### config.mk
export PLATFORM = sky130hd
export DESIGN_NAME = itof_arbiter_flat
export DESIGN_NICKNAME = d
export VERILOG_FILES = /design/src/rtl/itof_arbiter_if.sv /design/src/rtl/itof_arbiter.sv /design/src/flat_wrapper.sv
export SDC_FILE = /design/constraint.sdc
export NUM_CORES = 1
export LEC_CHECK = 0
export CAP_MARGIN = 20
export CORE_AREA = 2 2 155 157
export CTS_BUF_LIST = sky130_fd_sc_hd__clkbuf_16
export CTS_CLUSTER_SIZE = 30
export DETAILED_ROUTE_END_ITERATION = 10
export DIE_AREA = 0 0 157 159
export GPL_TIMING_DRIVEN = 0
export HOLD_SLACK_MARGIN = 0.05
export PLACE_DENSITY_LB_ADDON = 0.25
export SETUP_SLACK_MARGIN = 0.3
export SYNTH_ARGS = -nofsm -noshare
export SYNTH_HDL_FRONTEND = slang
export SYNTH_SLANG_ARGS = --single-unit
### constraint.sdc
create_clock -name clk -period 2.5 [get_ports clk]
set_input_delay 0.5 -clock clk [delete_from_list [all_inputs] [get_ports clk]]
set_output_delay 0.5 -clock clk [all_outputs]
set_load 0.03 [all_outputs]
### src/rtl/itof_arbiter_if.sv
// -----------------------------------------------------------------------------
// itof_arbiter_if
//   Request/response handshake bundle for the two requesters that share one
//   itof converter through itof_arbiter.
//   reqN_valid/reqN_ready/reqN_op       : operand request port of requester N
//   respN_valid/respN_ready/respN_result: float32 result port of requester N
//   master : requester side (drives requests, consumes responses)
//   slave  : arbiter side
// -----------------------------------------------------------------------------
interface itof_arbiter_if;
  logic        req0_valid;
  logic        req0_ready;
  logic [31:0] req0_op;
  logic        resp0_valid;
  logic        resp0_ready;
  logic [31:0] resp0_result;
  logic        req1_valid;
  logic        req1_ready;
  logic [31:0] req1_op;
  logic        resp1_valid;
  logic        resp1_ready;
  logic [31:0] resp1_result;

  modport master (
    output req0_valid, req0_op, resp0_ready,
    output req1_valid, req1_op, resp1_ready,
    input  req0_ready, resp0_valid, resp0_result,
    input  req1_ready, resp1_valid, resp1_result
  );

  modport slave (
    input  req0_valid, req0_op, resp0_ready,
    input  req1_valid, req1_op, resp1_ready,
    output req0_ready, resp0_valid, resp0_result,
    output req1_ready, resp1_valid, resp1_result
  );
endinterface

### src/rtl/itof_arbiter.sv
// -----------------------------------------------------------------------------
// itof_arbiter
//   Shares one non-stallable pipelined int-to-float converter between two
//   requesters. Round-robin picks at most one operand per cycle, a tag pipe of
//   LATENCY stages follows each operand through the converter, and the result
//   is steered into the owning requester's FIFO. Issue is gated by per-requester
//   credit (FIFO slots minus occupancy minus in-flight), so every result that
//   leaves the converter is guaranteed a slot.
// Ports:
//   clk         : clock, rising edge
//   reset       : asynchronous active-low reset
//   bus         : requester handshakes (itof_arbiter_if.slave)
//   unit_op     : operand to the converter (0 when nothing is issued)
//   unit_result : converter output, LATENCY cycles after unit_op
//   idle        : nothing in flight and both FIFOs empty
// -----------------------------------------------------------------------------
module itof_arbiter #(
  parameter int LATENCY    = 2,
  parameter int FIFO_DEPTH = 4
) (
  input  logic                clk,
  input  logic                reset,
  itof_arbiter_if.slave       bus,
  output logic [31:0]         unit_op,
  input  logic [31:0]         unit_result,
  output logic                idle
);

  localparam int AW = $clog2(FIFO_DEPTH);
  localparam int CW = AW + 1;
  localparam logic [5:0] DEPTH_C = 6'(FIFO_DEPTH);

  logic [LATENCY-1:0] r_tag_vld;
  logic [LATENCY-1:0] r_tag_id;
  logic               r_last;
  logic [AW-1:0]      r_wp  [2];
  logic [AW-1:0]      r_rp  [2];
  logic [CW-1:0]      r_cnt [2];
  logic [31:0]        r_mem [2][FIFO_DEPTH];

  logic [5:0] w_infl0, w_infl1;
  logic       w_cred0, w_cred1;
  logic       w_elig0, w_elig1;
  logic       w_g0, w_g1, w_issue;
  logic [1:0] w_push, w_pop;

  // Per-requester count of valid tag stages (work inside the converter).
  always_comb begin
    w_infl0 = '0;
    w_infl1 = '0;
    for (int i = 0; i < LATENCY; i++) begin
      w_infl0 = w_infl0 + 6'(r_tag_vld[i] & ~r_tag_id[i]);
      w_infl1 = w_infl1 + 6'(r_tag_vld[i] &  r_tag_id[i]);
    end
  end

  // credit_N > 0  <=>  occupancy + in-flight < depth
  assign w_cred0 = (6'(r_cnt[0]) + w_infl0) < DEPTH_C;
  assign w_cred1 = (6'(r_cnt[1]) + w_infl1) < DEPTH_C;
  assign w_elig0 = bus.req0_valid & w_cred0;
  assign w_elig1 = bus.req1_valid & w_cred1;

  // r_last == 1 means requester 1 was granted last, so requester 0 wins a tie.
  // Grants are blocked while reset is held so nothing is presented to the unit.
  assign w_g0    = reset & w_elig0 & (~w_elig1 |  r_last);
  assign w_g1    = reset & w_elig1 & (~w_elig0 | ~r_last);
  assign w_issue = w_g0 | w_g1;

  // Ready ignores the own valid: only credit and whether the other side would
  // win the tie matter.
  assign bus.req0_ready = w_cred0 & ~(w_elig1 & ~r_last);
  assign bus.req1_ready = w_cred1 & ~(w_elig0 &  r_last);

  assign unit_op = w_g0 ? bus.req0_op : (w_g1 ? bus.req1_op : 32'd0);

  assign w_push[0] = r_tag_vld[LATENCY-1] & ~r_tag_id[LATENCY-1];
  assign w_push[1] = r_tag_vld[LATENCY-1] &  r_tag_id[LATENCY-1];
  assign w_pop[0]  = bus.resp0_ready & (r_cnt[0] != '0);
  assign w_pop[1]  = bus.resp1_ready & (r_cnt[1] != '0);

  // Issue stage -> tag pipe stage 0; last tag stage -> FIFO write.
  always_ff @(posedge clk or negedge reset) begin
    if (!reset) begin
      r_tag_vld <= '0;
      r_tag_id  <= '0;
      r_last    <= 1'b1;
      for (int n = 0; n < 2; n++) begin
        r_wp[n]  <= '0;
        r_rp[n]  <= '0;
        r_cnt[n] <= '0;
      end
    end else begin
      r_tag_vld[0] <= w_issue;
      r_tag_id[0]  <= w_g1;
      for (int i = 1; i < LATENCY; i++) begin
        r_tag_vld[i] <= r_tag_vld[i-1];
        r_tag_id[i]  <= r_tag_id[i-1];
      end
      if (w_issue) r_last <= w_g1;
      for (int n = 0; n < 2; n++) begin
        if (w_push[n]) r_wp[n] <= r_wp[n] + AW'(1);
        if (w_pop[n])  r_rp[n] <= r_rp[n] + AW'(1);
        r_cnt[n] <= r_cnt[n] + CW'(w_push[n]) - CW'(w_pop[n]);
      end
    end
  end

  // FIFO storage: data only, no reset.
  always_ff @(posedge clk) begin
    for (int n = 0; n < 2; n++) begin
      if (w_push[n]) r_mem[n][r_wp[n]] <= unit_result;
    end
  end

  assign bus.resp0_valid  = (r_cnt[0] != '0);
  assign bus.resp1_valid  = (r_cnt[1] != '0);
  assign bus.resp0_result = r_mem[0][r_rp[0]];
  assign bus.resp1_result = r_mem[1][r_rp[1]];

  assign idle = ~(|r_tag_vld) & (r_cnt[0] == '0) & (r_cnt[1] == '0);

endmodule

### src/flat_wrapper.sv
// flat-port wrapper written by rule: the top's interface ports become plain ports
module itof_arbiter_flat 
#(
  parameter int LATENCY    = 2,
  parameter int FIFO_DEPTH = 4
)
  (clk, reset, unit_op, unit_result, idle, bus_req0_valid, bus_req0_op, bus_resp0_ready, bus_req1_valid, bus_req1_op, bus_resp1_ready, bus_req0_ready, bus_resp0_valid, bus_resp0_result, bus_req1_ready, bus_resp1_valid, bus_resp1_result);
  itof_arbiter_if bus_i ();
  input  logic clk;
  input  logic reset;
  output logic [31:0] unit_op;
  input  logic [31:0] unit_result;
  output logic idle;
  input wire logic [$bits(bus_i.req0_valid)-1:0] bus_req0_valid;
  input wire logic [$bits(bus_i.req0_op)-1:0] bus_req0_op;
  input wire logic [$bits(bus_i.resp0_ready)-1:0] bus_resp0_ready;
  input wire logic [$bits(bus_i.req1_valid)-1:0] bus_req1_valid;
  input wire logic [$bits(bus_i.req1_op)-1:0] bus_req1_op;
  input wire logic [$bits(bus_i.resp1_ready)-1:0] bus_resp1_ready;
  output wire logic [$bits(bus_i.req0_ready)-1:0] bus_req0_ready;
  output wire logic [$bits(bus_i.resp0_valid)-1:0] bus_resp0_valid;
  output wire logic [$bits(bus_i.resp0_result)-1:0] bus_resp0_result;
  output wire logic [$bits(bus_i.req1_ready)-1:0] bus_req1_ready;
  output wire logic [$bits(bus_i.resp1_valid)-1:0] bus_resp1_valid;
  output wire logic [$bits(bus_i.resp1_result)-1:0] bus_resp1_result;
  assign bus_i.req0_valid = bus_req0_valid;
  assign bus_i.req0_op = bus_req0_op;
  assign bus_i.resp0_ready = bus_resp0_ready;
  assign bus_i.req1_valid = bus_req1_valid;
  assign bus_i.req1_op = bus_req1_op;
  assign bus_i.resp1_ready = bus_resp1_ready;
  assign bus_req0_ready = bus_i.req0_ready;
  assign bus_resp0_valid = bus_i.resp0_valid;
  assign bus_resp0_result = bus_i.resp0_result;
  assign bus_req1_ready = bus_i.req1_ready;
  assign bus_resp1_valid = bus_i.resp1_valid;
  assign bus_resp1_result = bus_i.resp1_result;
  itof_arbiter #(.LATENCY(LATENCY), .FIFO_DEPTH(FIFO_DEPTH)) u_core (.clk(clk), .reset(reset), .bus(bus_i), .unit_op(unit_op), .unit_result(unit_result), .idle(idle));
endmodule
# Yosys cells after proc, flatten, opt, wreduce, memory -nomap -nowiden

Memory sizes are Yosys's and may differ from the RTL's.
Cells that the tools add are included.

Add/sub/neg operators: 12
Bitwise operators: 36
Reductions and logical operators: 8
Order comparisons: 8
Multiplexer cells: 19

Operators with widths:

| operator            | count |
|---|---|
| $mux 128            | 4 |
| $mux 32             | 8 |
| $bmux 32 s2         | 2 |
| $demux 32 s2        | 2 |
| $reduce_or 128->1   | 1 |
| $and 1x1->1         | 18 |
| $add 3x6->6         | 2 |
| $add 6x6->6         | 2 |
| $and 1x6->6         | 2 |
| $ge 3x3->1 const B  | 4 |
| $lt 6x3->1 const B  | 2 |
| $not 1->6           | 2 |
| $not 2->3           | 4 |
| $add 2x1->2 const B | 4 |
| $not 1->1           | 7 |
| $add 3x1->3         | 2 |
| $logic_not 3->1     | 2 |
| $lt 3x1->1 const B  | 2 |
| $reduce_bool 3->1   | 2 |
| $sub 3x1->3         | 2 |
| $mux 1              | 3 |
| $or 1x1->1          | 3 |
| $logic_and 1x1->1   | 2 |
| $reduce_or 2->1     | 1 |

RAM bits: 256
Output and inout port bits: 101
Bits in registers: 19
Memories: 1
Bits of input ports: 102

Memories:

| memory       | words | width | read ports | clocked after memory_dff | wr ports | line               | text |
|---|---|---|---|---|---|---|---|
| u_core.r_mem | 2     | 128   | 2          | 0                        | 1        | itof_arbiter.sv:39 | `logic [31:0] r_mem [2][FIFO_DEPTH];` |

# Logic depth before layout (Yosys ltp)

Gate-level depths: netlist (run 1).

Depth in word-level cells: 11
Gate-level depth with buffers: 8

# Worst setup path before layout (run 1)

No wires, ideal clock.

Path type: register to output
From: register u_core.r_tag_id[1]
To: output port unit_op[10]
Setup slack: -0.133 ns
Arrival time: 2.133 ns
Stages on the path, launching flop included: 8
Cell sequence: dfrtp_1 -> nand2b_4 -> inv_4 -> maj3_2 -> and4_4 -> a2111oi_4 -> buf_6 -> a22o_1

Cells in the longest elaborated chain, start to end: 11
Elaborated cells on any way between the ends: 21

RTL lines:

| element                          | line               | text |
|---|---|---|
| start: declaration               | itof_arbiter.sv:34 | `logic [LATENCY-1:0] r_tag_id;` |
| start signal: indexed assignment | itof_arbiter.sv:97 | `r_tag_id[i] <= r_tag_id[i-1];` |
| $not 1->6                        | itof_arbiter.sv:52 | `w_infl0 = w_infl0 + 6'(r_tag_vld[i] & ~r_tag_id[i]);` |
| $and 1x6->6                      | itof_arbiter.sv:52 |  |
| $add 6x6->6                      | itof_arbiter.sv:52 |  |
| $add 3x6->6                      | itof_arbiter.sv:58 | `assign w_cred0 = (6'(r_cnt[0]) + w_infl0) < DEPTH_C;` |
| $lt 6x3->1                       | itof_arbiter.sv:58 |  |
| $and 1x1->1                      | itof_arbiter.sv:60 | `assign w_elig0 = bus.req0_valid & w_cred0;` |
| $not 1->1                        | itof_arbiter.sv:66 | `assign w_g1 = reset & w_elig1 & (~w_elig0 \| ~r_last);` |
| $or 1x1->1                       | itof_arbiter.sv:66 |  |
| $and 1x1->1                      | itof_arbiter.sv:66 |  |
| $mux 32                          | itof_arbiter.sv:74 | `assign unit_op = w_g0 ? bus.req0_op : (w_g1 ? bus.req1_op : 32'd0);` |
| $mux 32 *                        | itof_arbiter.sv:74 |  |
| end: declaration                 | flat_wrapper.sv:11 | `output logic [31:0] unit_op;` |

Mark *: on every way between the ends. The rest lies on a longest branch, timed or not.

# Final worst setup path (run 1)

From: register u_core.r_cnt[1] (netlist name)
To: output port unit_op[17]

Cells in the longest elaborated chain, start to end: 7
Elaborated cells on any way between the ends: 10

RTL lines:

| element                                          | line                                   | text |
|---|---|---|
| start: declaration                               | itof_arbiter.sv:38                     | `logic [CW-1:0] r_cnt [2];` |
| start signal: indexed assignment                 | itof_arbiter.sv:103                    | `r_cnt[n] <= r_cnt[n] + CW'(w_push[n]) - CW'(w_pop[n]);` |
| $add 3x6->6 *                                    | itof_arbiter.sv:59                     | `assign w_cred1 = (6'(r_cnt[1]) + w_infl1) < DEPTH_C;` |
| $lt 6x3->1 *                                     | itof_arbiter.sv:59                     |  |
| $and 1x1->1 *                                    | itof_arbiter.sv:61                     | `assign w_elig1 = bus.req1_valid & w_cred1;` |
| $and 1x1->1 / $not 1->1 (equally long branches)  | itof_arbiter.sv:66, itof_arbiter.sv:65 |  |
| $and 1x1->1 / $or 1x1->1 (equally long branches) | itof_arbiter.sv:66, itof_arbiter.sv:65 |  |
| $mux 32 / $and 1x1->1 (equally long branches)    | itof_arbiter.sv:74, itof_arbiter.sv:65 |  |
| $mux 32 *                                        | itof_arbiter.sv:74                     |  |

Marked as above.

==> results of run 1 <==
## path summary, 6_finish.rpt
check / cells past startpoint / endpoint / slack (ps) / from
worst max-delay path: 10 / unit_op[17] / -670 / u_core.r_cnt[1]
worst min-delay path: 2 / u_core.r_last / 400 / reset
worst max register to register: 9 / u_core.r_cnt[2] / 380 / u_core.r_cnt[1]
worst min register to register: 0 / u_core.r_tag_id[1] / 430 / u_core.r_tag_id[0]
max in group asynchronous: 2 / u_core.r_cnt[4] / 1380 / reset
min in group asynchronous: 2 / u_core.r_tag_vld[1] / 570 / reset
## cells in the mapped netlist, types with 2 or more instances
cell type / count / area (um2)
a211oi_1: 2 / 15.0
a22o_1: 33 / 289
and2_1: 3 / 18.8
and2_2: 4 / 30.0
and3_2: 4 / 30.0
buf_2: 7 / 35.0
buf_6: 3 / 33.8
clkbuf_1: 12 / 45.0
dfrtp_1: 18 / 450
edfxtp_1: 256 / 7690
fa_1: 2 / 40.0
ha_1: 14 / 175
inv_1: 16 / 60.1
mux4_2: 64 / 1440
nand2_1: 6 / 22.5
nand4_1: 2 / 12.5
nor2_1: 5 / 18.8
o211a_1: 2 / 20.0
o21ai_0: 2 / 10.0
o21ai_1: 2 / 10.0
xnor2_1: 6 / 52.6
xor2_1: 2 / 17.5
## sequential cells by signal (all words and copies together), names as in the netlist
| name | flops |
|---|---|
| u_core.r_cnt | 6 |
| u_core.r_wp | 4 |
| u_core.r_rp | 4 |
| u_core.r_tag_id | 2 |
| u_core.r_last | 1 |
| u_core.r_tag_vld | 2 |
| u_core.r_mem | 256 |
## cells by family after synthesis
kind of cell	after synthesis	share of synthesized area [%]
and+or+nand+nor	34	2.09
AOI/OAI and AO/OA	50	4.01
muxes	64	13.4
buffers and inverters	40	1.74
adders and majority gates	18	2.20
xor gates and xnor gates	8	0.651
DFF	275	75.9
## cell type report
type	count	area, um2
Inverter	17	68.8
Buffer	23	332
Tap cell	319	399
Fill cell	1440	7600
Sequential cell	275	8170
Clock buffer	26	651
Clock inverter	20	129
Multi-Input combinational cell	174	2740
Timing Repair Buffer	282	3110
## through the flow
stage,std cells,setup slack [ps],util [%],setup TNS (ps)
after CTS,1113,-700,65.8,-24810
final,1136,-668,67.2,-24590
after global routing,1136,-762,67.2,-30880
after floorplan,489,19.3,-,0
after global placement,1010,-1560,58.1,-71430
after detailed placement,1010,-1670,58.1,-76020
## per-layer routing
layer	track usage (%)	wire length [um]
met1	23.8	9280
met2	37.0	13700
met3	3.89	1730
met4	4.21	298
met5	0	0
## where the power goes
group	internal, mW	switching [mW]	leakage, nW	total, mW
sequential	5.52	0.196	2.53	5.71
clock	1.99	1.60	0.401	3.59
combinational	4.42	4.11	2.77	8.52
total	11.9	5.90	5.70	17.8
## what timing repair did
item / 4_1_cts / 5_1_grt
gates resized for setup: 778 / 44
pin swaps: 6 / 7
setup endpoints to repair: 102 / 103
cloned: 8 / 0
setup buffers: 46 / 23
endpoints found under the hold margin: 6 / 0
hold buffers: 3 / 0
==> impl_metrics.yaml, run 1 <==
outcome:
  status: "finished, violations left"
  violations: "negative setup slack"
logic_synthesis:
  ys_ff_latch: 275
  async_reset_ff_share_pct: 6.91
  synth_edf_count: 256
  synthDistinctLibCells: 46
  synth_ff_type: "edfxtp_1"
  synth.avg_cell_area_um2: 22.0
  yosysSeqAreaShare_pct: 75.9
  yosysWarnings: 0
  synth_area_mm2: 0.0108
  syn_inst: 489
  synth_nets: 607
worst_setup_path:
  crit_family: "compound AO/OA/AOI/OAI gates"
  worst-path-max-fanout: 7
  crit_top_cell: "buf_6"
  path_class: "flip-flop to primary output"
  crit_required_ps: 2000
  critPathBufInv: 4
  critPathCaptureType: "primary output"
  slowest_stage: "dfrtp_1"
  crit_chain: "ha_2 > nand3b_1 > o22ai_2 > o21ai_2 > a2111oi_4 > buf_6 > buf_6 > buf_16 > a22o_4 > buf_6"
  critPathMaxStageDelay_ps: 400
  critPathArrivalTime_ps: 2670
  critPathLaunchType: "flip-flop"
clock_tree:
  clkLatencyLatePin_ps: 530
  clock-root-buffer: "clkbuf_16"
  cts_sinks: 275
  numCtsBuffers: 26
  clockBufferDepth: 3
  clkSlewWorstSetupHoldPaths_ps: 60
  h-tree-depth: 1
  tritoncts: "built"
sta:
  fmaxAchievable_mhz: 316
  finalSetupViolations: 84
  skew_ps: 13.7
  worst_pin_slew_ps: 1010
  maxSlewHeadroom_pct: 32.4
  drv_slew: 0
  fin_ws_ps: -668
  rsz0062_at_grt: "true"
  period_minus_slack_ps: 3170
  min_period_over_period_pct: 127
  hold_viol: 0
  hold_slack_ps: 403
route:
  route.detailed.drc: 0
  drt-pass1-iter-count: 4
  drt-initial-drc-count: 349
  wl_per_cell_um: 22.0
  postRouteAntennaNets: 0
  drt_wl_total_mm: 25.0
  viasPerCell: 5.29
  via_count: 6006
grt:
  grt_usage_pct: 19.9
  grt_max_degree: 33
  antenna_found_initial: 0
  overflow: 0
  grt_pass1_vias: 6429
  grt_pass1_wl_mm: 37.1
placed_design:
  dpl_cell_area_mm2: 0.0135
  gp_congestion: 0.880
  numPortBuffers: 202
  detailed_place_hpwl_mm: 14.4
hold_path:
  hold_path_class: "primary input to flip-flop"
layout:
  area_growth_syn_to_layout_pct: 45.0
  final_cell_mix: "edfxtp_1, buf_6, clkdlybuf4s50_1"
  drive_gt1_share_pct: 45.0
  final_common_cell: "edfxtp_1"
  fin_area_mm2: 0.0156
  n_antenna_cell: 0
  final_nets: 917
die:
  die_h_um: 159
  die-area_mm2: 0.0250
  core.rowCount: 56
  fp.dieW_um: 157
  start_util_pct: 46.4
  ioPinCount: 203
  coreArea_mm2: 0.0232
pwr:
  p_leak_nw: 5.70
  ir_worst_vdd_uv: 527
  p_total_mw: 17.8
  powerDensity_mw_per_mm2: 1140
flow_run:
  maxCapViolCount: 0
(Power assumes the default switching activity.)
==> inputs of run 2 (changes only) <==
--- a/config.mk
+++ b/config.mk
@@ -5,12 +5,13 @@
 export SDC_FILE = /design/constraint.sdc
 export NUM_CORES = 1
 export LEC_CHECK = 0
+export ABC_AREA = 1
 export CAP_MARGIN = 20
-export CORE_AREA = 2 2 155 157
+export CORE_AREA = 2 2 160 162
 export CTS_BUF_LIST = sky130_fd_sc_hd__clkbuf_16
 export CTS_CLUSTER_SIZE = 30
 export DETAILED_ROUTE_END_ITERATION = 10
-export DIE_AREA = 0 0 157 159
+export DIE_AREA = 0 0 162 164
 export GPL_TIMING_DRIVEN = 0
 export HOLD_SLACK_MARGIN = 0.05
 export PLACE_DENSITY_LB_ADDON = 0.25
==> impl_metrics.yaml, run 2 <==
route:
  drt_wl_total_mm: 35.2
  via_count: 8584
  viasPerCell: 5.55
  wl_per_cell_um: 22.8
  drt-pass1-iter-count: 5
  drt-initial-drc-count: 799
  route.detailed.drc: 0
  postRouteAntennaNets: 0
layout:
  final_nets: 1314
  drive_gt1_share_pct: 48.6
  n_fill_cell: 1521
  largest_register_ffs: 256
  area_growth_syn_to_layout_pct: 63.2
  seqCellArea_mm2: 0.00817
  final_common_cell: "edfxtp_1"
  multi_input_area_mm2: 0.00420
  fin_area_mm2: 0.0180
  final_cell_mix: "edfxtp_1, buf_6, clkdlybuf4s50_1"
die:
  ioPinCount: 203
  start_util_pct: 44.5
  die_h_um: 164
  die-area_mm2: 0.0266
  core.rowCount: 58
  coreArea_mm2: 0.0248
  fp.dieW_um: 162
clock_tree:
  clkLatencyLatePin_ps: 560
  clkSlewWorstSetupHoldPaths_ps: 60
  clock-root-buffer: "clkbuf_16"
  tritoncts: "built"
  clockBufferDepth: 3
  h-tree-depth: 1
  cts_sinks: 275
  numCtsBuffers: 28
sta:
  fin_ws_ps: -440
  min_period_over_period_pct: 118
  skew_ps: 23.7
  setup_tns_ps: -14340
  rsz0062_at_grt: "true"
  drv_slew: 0
  fmaxAchievable_mhz: 340
  finalSetupViolations: 55
  hold_viol: 0
  worst_pin_slew_ps: 658
  period_minus_slack_ps: 2940
  hold_slack_ps: 38.6
  maxSlewHeadroom_pct: 56.0
hold_path:
  hold_path_class: "primary input to asynchronous set/reset pin"
grt:
  grt_pass1_vias: 8529
  grt_usage_pct: 24.2
  overflow: 0
  antenna_found_initial: 0
  grt_max_degree: 23
  grt_pass1_wl_mm: 48.7
pwr:
  p_leak_nw: 6.59
  powerDensity_mw_per_mm2: 1270
  ir_worst_vdd_uv: 754
logic_synthesis:
  yosysWarnings: 0
  synth_area_mm2: 0.0110
  yosysTopAreaCell: "edfxtp_1"
  synth.top_cell.area_share_pct: 69.7
  synth_edf_count: 256
  ys_ff_latch: 275
  yosysMostFrequentCell: "edfxtp_1"
  async_reset_ff_share_pct: 6.91
  synth_ff_type: "edfxtp_1"
  ys_top_cells_by_count: "edfxtp_1, nor2_1, o21ai_0"
  yosysSeqAreaShare_pct: 74.0
  ys_top_cells_by_area: "edfxtp_1, o21ai_0, nor2_1"
  synth.avg_cell_area_um2: 12.8
  syn_inst: 865
  synth_nets: 983
  synthDistinctLibCells: 25
worst_setup_path:
  r2r_cells: 10
  critPathCaptureType: "primary output"
  reg2reg_slack_ps: 100
  worst-path-max-fanout: 5
  crit_end: "unit_op[15]"
  critPathArrivalTime_ps: 2440
  slowest_stage: "dfrtp_2"
  cp-startpoint: "u_core.r_tag_id[1]"
  critPathMaxStageDelay_ps: 460
  timing.rr.start: "u_core.r_cnt[4]"
  critPathLaunchType: "flip-flop"
  crit_required_ps: 2000
  crit_chain: "inv_4 > nand2_8 > inv_4 > nand2_4 > nand2_4 > nand2_2 > nand2_2 > nand4_1 > nor2_4 > buf_6 > buf_6 > buf_4 > nand3_2 > nand2_2 > buf_6"
  path_class: "flip-flop to primary output"
  rr_endpoint: "u_core.r_cnt[5]"
outcome:
  violations: "negative setup slack"
  status: "finished, violations left"
placed_design:
  dpl_cell_area_mm2: 0.0141
  gp_congestion: 0.753
  detailed_place_hpwl_mm: 18.6
  numPortBuffers: 202
flow_run:
  maxCapViolCount: 0
[run 2: cell families after synthesis]
logic type                 share of synthesized area (%)
DFF                                                 74.0
and+or+nand+nor                                     10.6
adders and majority gates                           1.95
AOI/OAI and AO/OA                                   9.62
xor gates and xnor gates                           0.476
buffers and inverters                               3.33
[run 2: layer usage]
metal,wire length (um),GRT usage (%),vias up
met4,1260,8.65,0
met1,13400,30.4,4275
met5,0,0,-
met2,18400,43.0,413
met3,2140,3.56,77
li1,-,-,3819
[run 2: what timing repair did]
| item | CTS | global route |
|---|---|---|
| gates cloned | 13 | 3 |
| endpoints found under the hold margin | 1 | 0 |
| hold buffers | 1 | 0 |
| resized for setup | 1108 | 233 |
| endpoints found under the setup margin | 101 | 104 |
| setup buffers | 47 | 27 |
| pin swaps | 113 | 58 |
[run 2: how the worst min path moves through the flow]
stage	from	endpoint	slack, ps	cells past startpoint
after floorplan	reset	u_core.r_cnt[0]	200	0
after global placement	u_core.r_tag_id[0]	u_core.r_tag_id[1]	390	0
after detailed placement	u_core.r_tag_id[0]	u_core.r_tag_id[1]	400	0
after CTS	reset	u_core.r_cnt[2]	50	1
after global routing	reset	u_core.r_wp[1]	70	1
final	reset	u_core.r_cnt[2]	40	1
[run 2: area by class of cell]
| cell class | count | share of cell area (%) |
|---|---|---|
| flip-flops and latches | 275 | 45.4 |
| repair buffers | 301 | 18.9 |
| well taps | 330 | 2.29 |
| multi-input cells | 498 | 23.3 |
| inverters | 40 | 0.973 |
| plain buffers | 52 | 4.33 |
| clock inverters | 22 | 0.688 |
| diodes | 1 | 0.0139 |
| clock buffers | 29 | 4.03 |
[run 2: worst max-delay path: cells and delay by family (launching register included)]
| kind | cells | cell delay [ps] |
|---|---|---|
| simple gates | 9 | 800 |
| buf+inv | 6 | 650 |
| flops | 1 | 460 |
[run 2: through the flow]
stage / std cells / util (%) / total power, mW / setup WS [ps]
after detailed placement: 1405 / 56.8 / 14.3 / -1410
after CTS: 1517 / 68.3 / 21.2 / -422
after global placement: 1397 / 55.8 / 14.1 / -1330
final: 1548 / 72.5 / 22.9 / -440
after floorplan: 865 / - / 10.9 / 60.4
after global routing: 1547 / 72.5 / 23.7 / -544
[run 2: power breakdown]
group / switching, mW / total [mW] / internal, mW
clock: 1.74 / 3.93 / 2.19
sequential: 0.330 / 5.89 / 5.56
combinational: 7.27 / 13.1 / 5.82
